===== src/rtl/spike_rate_decoder.sv =====
// Rate decoder: counts spikes per channel over a fixed window, then scans the snapshot for the busiest channel.
// Result valid N_CH+1 edges after a window closes; a window closing while busy is dropped and flags overrun.
module spike_rate_decoder #(
    parameter int N_CH    = 8,
    parameter int CNT_W   = 6,
    parameter int WIN_LEN = 32
) (
    input  logic                    clk,
    input  logic                    reset,
    input  logic                    en,
    input  logic                    clear,
    input  logic [N_CH-1:0]         spk,
    input  logic                    out_ready,
    output logic                    out_valid,
    output logic [$clog2(N_CH)-1:0] winner,
    output logic [CNT_W-1:0]        win_count,
    output logic                    none,
    output logic                    overrun
);
    localparam int IDX_W = $clog2(N_CH);
    localparam int WIN_W = $clog2(WIN_LEN);
    localparam int SCN_W = IDX_W + 1;
    localparam logic [CNT_W-1:0] CNT_MAX  = '1;
    localparam logic [WIN_W-1:0] WIN_LAST = WIN_W'(WIN_LEN - 1);
    localparam logic [SCN_W-1:0] SCN_LAST = SCN_W'(N_CH);

    typedef enum logic [1:0] {
        S_COUNT,
        S_SCAN,
        S_HOLD
    } state_t;

    state_t             r_state;
    state_t             w_state_nxt;
    logic [WIN_W-1:0]   r_win;
    logic [CNT_W-1:0]   r_live   [N_CH];
    logic [CNT_W-1:0]   r_shadow [N_CH];
    logic [CNT_W-1:0]   w_live_inc [N_CH];
    logic [SCN_W-1:0]   r_scan_idx;
    logic [IDX_W-1:0]   r_best_idx;
    logic [CNT_W-1:0]   r_best_cnt;
    logic [IDX_W-1:0]   r_winner;
    logic [CNT_W-1:0]   r_win_count;
    logic               r_none;
    logic               r_valid;
    logic               r_ovr;

    logic w_step;
    logic w_closing;
    logic w_consume;
    logic w_accept;
    logic w_scan_done;
    logic [IDX_W-1:0] w_scan_ch;

    assign w_step      = en & ~clear;
    assign w_closing   = w_step & (r_win == WIN_LAST);
    assign w_consume   = r_valid & out_ready;
    // A busy result slot only frees up for the new snapshot if it is consumed on this same edge.
    assign w_accept    = w_closing & ((r_state == S_COUNT) | ((r_state == S_HOLD) & w_consume));
    assign w_scan_done = (r_state == S_SCAN) & (r_scan_idx == SCN_LAST);
    assign w_scan_ch   = r_scan_idx[IDX_W-1:0];

    always_comb begin
        for (int i = 0; i < N_CH; i++) begin
            w_live_inc[i] = r_live[i];
            if (spk[i] && (r_live[i] != CNT_MAX)) begin
                w_live_inc[i] = r_live[i] + CNT_W'(1);
            end
        end
    end

    always_ff @(posedge clk or posedge reset) begin
        if (reset) begin
            r_state <= S_COUNT;
        end else begin
            r_state <= w_state_nxt;
        end
    end

    always_comb begin
        w_state_nxt = r_state;
        if (clear) begin
            w_state_nxt = S_COUNT;
        end else begin
            case (r_state)
                S_COUNT: if (w_accept) w_state_nxt = S_SCAN;
                S_SCAN:  if (w_scan_done) w_state_nxt = S_HOLD;
                S_HOLD: begin
                    if (w_accept) begin
                        w_state_nxt = S_SCAN;
                    end else if (w_consume) begin
                        w_state_nxt = S_COUNT;
                    end
                end
                default: w_state_nxt = S_COUNT;
            endcase
        end
    end

    always_ff @(posedge clk or posedge reset) begin
        if (reset) begin
            r_win <= '0;
            for (int i = 0; i < N_CH; i++) begin
                r_live[i]   <= '0;
                r_shadow[i] <= '0;
            end
        end else if (clear) begin
            r_win <= '0;
            for (int i = 0; i < N_CH; i++) begin
                r_live[i] <= '0;
            end
        end else if (w_step) begin
            r_win <= w_closing ? '0 : r_win + WIN_W'(1);
            for (int i = 0; i < N_CH; i++) begin
                r_live[i] <= w_closing ? '0 : w_live_inc[i];
                if (w_accept) begin
                    r_shadow[i] <= w_live_inc[i];
                end
            end
        end
    end

    // The scan runs regardless of en; strict compare keeps the lowest index on ties.
    always_ff @(posedge clk or posedge reset) begin
        if (reset) begin
            r_scan_idx  <= '0;
            r_best_idx  <= '0;
            r_best_cnt  <= '0;
            r_winner    <= '0;
            r_win_count <= '0;
            r_none      <= 1'b0;
            r_valid     <= 1'b0;
            r_ovr       <= 1'b0;
        end else if (clear) begin
            r_scan_idx <= '0;
            r_valid    <= 1'b0;
            r_ovr      <= 1'b0;
        end else begin
            if (w_accept) begin
                r_scan_idx <= '0;
                r_best_idx <= '0;
                r_best_cnt <= '0;
            end else if ((r_state == S_SCAN) && !w_scan_done) begin
                if (r_shadow[w_scan_ch] > r_best_cnt) begin
                    r_best_idx <= w_scan_ch;
                    r_best_cnt <= r_shadow[w_scan_ch];
                end
                r_scan_idx <= r_scan_idx + SCN_W'(1);
            end

            if (w_scan_done) begin
                r_winner    <= r_best_idx;
                r_win_count <= r_best_cnt;
                r_none      <= (r_best_cnt == '0);
                r_valid     <= 1'b1;
            end else if (w_consume) begin
                r_valid <= 1'b0;
            end

            if (w_closing && !w_accept) begin
                r_ovr <= 1'b1;
            end
        end
    end

    assign out_valid = r_valid;
    assign winner    = r_winner;
    assign win_count = r_win_count;
    assign none      = r_none;
    assign overrun   = r_ovr;

endmodule

===== config.mk =====
export PLATFORM = sky130hd
export DESIGN_NAME = spike_rate_decoder
export DESIGN_NICKNAME = d
export VERILOG_FILES = /design/src/rtl/spike_rate_decoder.sv
export SDC_FILE = /design/constraint.sdc
export NUM_CORES = 1
export LEC_CHECK = 0
export BUFFER_PORTS_ARGS = -buffer_cell sky130_fd_sc_hd__clkbuf_2
export CORE_UTILIZATION = 35
export DETAILED_ROUTE_END_ITERATION = 7
export GPL_TIMING_DRIVEN = 1
export PLACE_DENSITY = 0.54
export SYNTH_ARGS = -nofsm -noshare
export SYNTH_HDL_FRONTEND = slang
export SYNTH_SLANG_ARGS = --single-unit

===== constraint.sdc =====
create_clock -name clk -period 6.7 [get_ports clk]
set_input_delay 0.335 -clock clk [delete_from_list [all_inputs] [get_ports clk]]
set_output_delay 0.335 -clock clk [all_outputs]
set_load 0.05 [all_outputs]

==> metrics <==
post-synthesis adder-cell area fraction=3.42%; f_max=0.304 GHz; routed length per instance=16.5 µm; Worst-Skew Late Latency=420 ps; number of flops mapped to enable cells by yosys=0; die footprint=19400 µm²; initial antenna violation count=0; CP required=7010 ps; first-pass GRT wire length=25.6 mm; register-to-register setup slack=3410 ps; layout cells sized above 1=12.1%; Crit path arrival time=between 3000 and 4000 ps; asr flop ratio synth=100%; failing checks=DRC; GR Overflow Total=0; post-cts sizing count=0; Switching Power=406 µW; Worst Setup End Kind=flop; Crit path buffers/inverters=0; largest net degree at the start of global routing=93; CTS Hold Bufs=0; Port Buffers=24; GR Util All Layers=16.8%; Syn Inst Count=about 670; Final Hold Violating Endpoints=0; Post-route DRC=2; drt pass-1 iters=8; DP HPWL=10.3 mm; simple-gate share of the synthesized area=between 10% and 20%; Max rail drop VDD=0.000156 V; CP dominant cell by count=nand2_1; Initial Util=36.2%; Least-Margin Pin Slew=887 ps; clk sink count=128; ANT nets after route=0; TritonCTS clock tree=done; Site Rows=49; Worst path slowest cell=dfrtp_1; vias in the first global route=5016; H-tree Lvls=4; die height=139 µm; Layout area overhead=14.0%; Die X-Extent=139 µm; synth unique cells=52; Reg-to-Reg End=r_best_cnt[2]; mux share of post-synthesis cell area=6.48%; Root Buffer=clkbuf_16; R2R cell count=9; total wire length=15.2 mm; Post-Route Setup TNS=0 ps; Num CTS Buffers=17; Worst path depth=9; xor/xnor share of the synthesized area=around 3.6%; Reg power frac=a little over two fifths; drt via density=between 5 and 6; synth warn=0; sw frac=21.7%; core area=roughly 18000 µm²; crit-path max cell delay=860 ps; Pins Over Slew Limit=0; crit-path leading delay family=compound AO/OA/AOI/OAI gates; HP Class=primary input to asynchronous set/reset pin; initial DRC count=340; fin crit period=3290 ps; Max-Cap Viols=0; sequential area share after synthesis=48.7%; Final Core Density=41.2%; P_leak=0.00326 µW; number of setup buffers added after CTS=0; CP Launch Type=flop; total number of vias=around 5000; Mapped Avg Cell Area=9.81 µm²; Worst Skew=~5.0 ps; Final Instance Area=between 7000 and 8000 µm²; crit share post-route=roughly 49%; Clk pwr share=53.4%; Int Power=1460 µW; register bit total from synthesis=128; PD cells=approximately 250 nW/µm²; RSZ-0062 raised after global routing=false; Mapped Area=6580 µm²; maximum net fanout on the critical path=16; Final GP Congestion=0.823; Final nets=711; largest family of logic cells by synthesized area=compound AO/OA/AOI/OAI gates; top_reg_cell synth=dfrtp_1; Setup CP Type=flop to flop; Compound-Gate Fraction of Synth Area=19.9%; ant diodes=0; WHS=28.8 ps; worst path cell trace=mux4_2 -> nand2_1 -> nand2_1 -> ha_1 -> and4_1 -> a311o_1 -> a31oi_4 -> o21ai_4 -> a32o_1; worst rel slew slack=40.9%; syn_nets=between 700 and 800; Combinational Power Share=4.3%; CTS clock-pin slew for the worst setup and hold paths=60 ps; I/O pin count=25; final setup vio count=0; Placed Area=around 7000 µm²; Reg2Reg Launch Point=r_scan_idx[0]; Bufs on Longest Clock Path=2; status=finished with violations
## per-layer routing
layer	GRT usage [%]	up-vias	wire length, µm
met1	22.0	2467	7280
li1	-	2443	-
met4	7.31	0	384
met5	0	-	0
met2	27.4	83	7110
met3	3.00	24	431
## cell usage in the layout, fill, tap and decap left out, types with 3 or more instances in the layout
cell and instances:
a21oi_1 28, nand2b_1 3, o31ai_1 13, o2bb2ai_1 4
a32o_1 12, xor2_1 9, clkbuf_16 17, a21o_1 8
mux2i_1 10, nor3_1 5, nand2_1 126, dfrtp_1 128
clkbuf_8 4, buf_4 5, o21ai_0 96, clkbuf_2 24
mux4_2 12, a41o_1 6, nand3_1 23, xnor2_1 18
and3_1 5, a311oi_1 4, a22o_1 3, o21a_1 8
inv_1 18, nand4_1 10, or3_1 8, bufinv_16 4
mux2_2 5, a31oi_1 10, ha_1 18, nor2_1 16
## power by group through the flow
stage,sequential [µW],clock [µW],combinational [µW]
5_1_grt,791,1050,92.6
6_report,790,999,81.2
2_1_floorplan,802,0,56.8
3_5_place_dp,803,0,82.9
4_1_cts,790,1020,83.4
3_3_place_gp,803,0,80.5
## registers in the layout, indices dropped and copies added (netlist names)
signal / count
none: 1
out_valid: 1
overrun: 1
r_best_cnt: 6
r_best_idx: 3
r_live: 48
r_scan_idx: 4
r_shadow: 48
r_state: 2
r_win: 5
win_count: 6
winner: 3
## worst max path at each step
stage | start | end | slack, ps
after floorplan | reset | none | 2950
after global placement | r_scan_idx[0] | r_best_cnt[1] | 3500
after detailed placement | r_scan_idx[0] | r_best_cnt[2] | 3400
after CTS | r_scan_idx[0] | r_best_cnt[2] | 3390
after global routing | r_scan_idx[0] | r_best_idx[2] | 3190
final | r_scan_idx[0] | r_best_cnt[2] | 3410
## synthesized netlist by cell type, types with 2 or more instances
cell type  instances  area, µm²
mux4_2            12        270
buf_4              3       22.5
nand3_1           23        115
a311oi_1           4       35.0
a32o_1            12        120
xnor2_1           18        158
and3_1             5       31.3
mux2_2             5       56.3
xor2_1             9       78.8
or3b_1             2       17.5
buf_1              2       7.51
a31oi_1           10       62.6
nand3b_1           2       15.0
a21o_1             8       60.1
nand2_1          126        473
mux2i_1           10        100
a22o_1             3       26.3
a21oi_1           28        140
nand4_1           10       62.6
inv_1             19       71.3
o21ai_0           96        480
o2bb2ai_1          4       35.0
ha_1              18        225
or3_1              8       50.1
o31ai_1           13       97.6
nand2b_1           3       18.8
clkbuf_1          24       90.1
buf_2             10       50.1
nor2_1            17       63.8
a41o_1             6       60.1
o21a_1             8       60.1
a31oi_4            2       42.5
dfrtp_1          128       3200
nor3_1             5       25.0
## cell type report
| cell class | count | area, µm² |
|---|---|---|
| Clock inverter | 9 | 154 |
| Sequential cell | 128 | 3200 |
| Tap cell | 229 | 287 |
| Clock buffer | 23 | 488 |
| Multi-Input combinational cell | 484 | 3140 |
| Inverter | 20 | 77.6 |
| Fill cell | 1751 | 10700 |
| Timing Repair Buffer | 29 | 158 |
## stage by stage
stage          cells  setup WS (ps)  power, µW
5_1_grt          922           3190       1930
2_1_floorplan    671           2950        858
3_3_place_gp     890           3500        884
6_report         922           3410       1870
3_5_place_dp     890           3400        886
4_1_cts          922           3390       1890
## cell families (layout without fill, tap and decap cells)
group	Yosys count	after routing
xor+xnor	27	27
mux	27	27
compound gates	204	204
buf+inv	59	81
simple gates	208	208
fa+ha+maj	18	18
flops	128	128
Note: power is estimated with default switching activity, not from simulation.
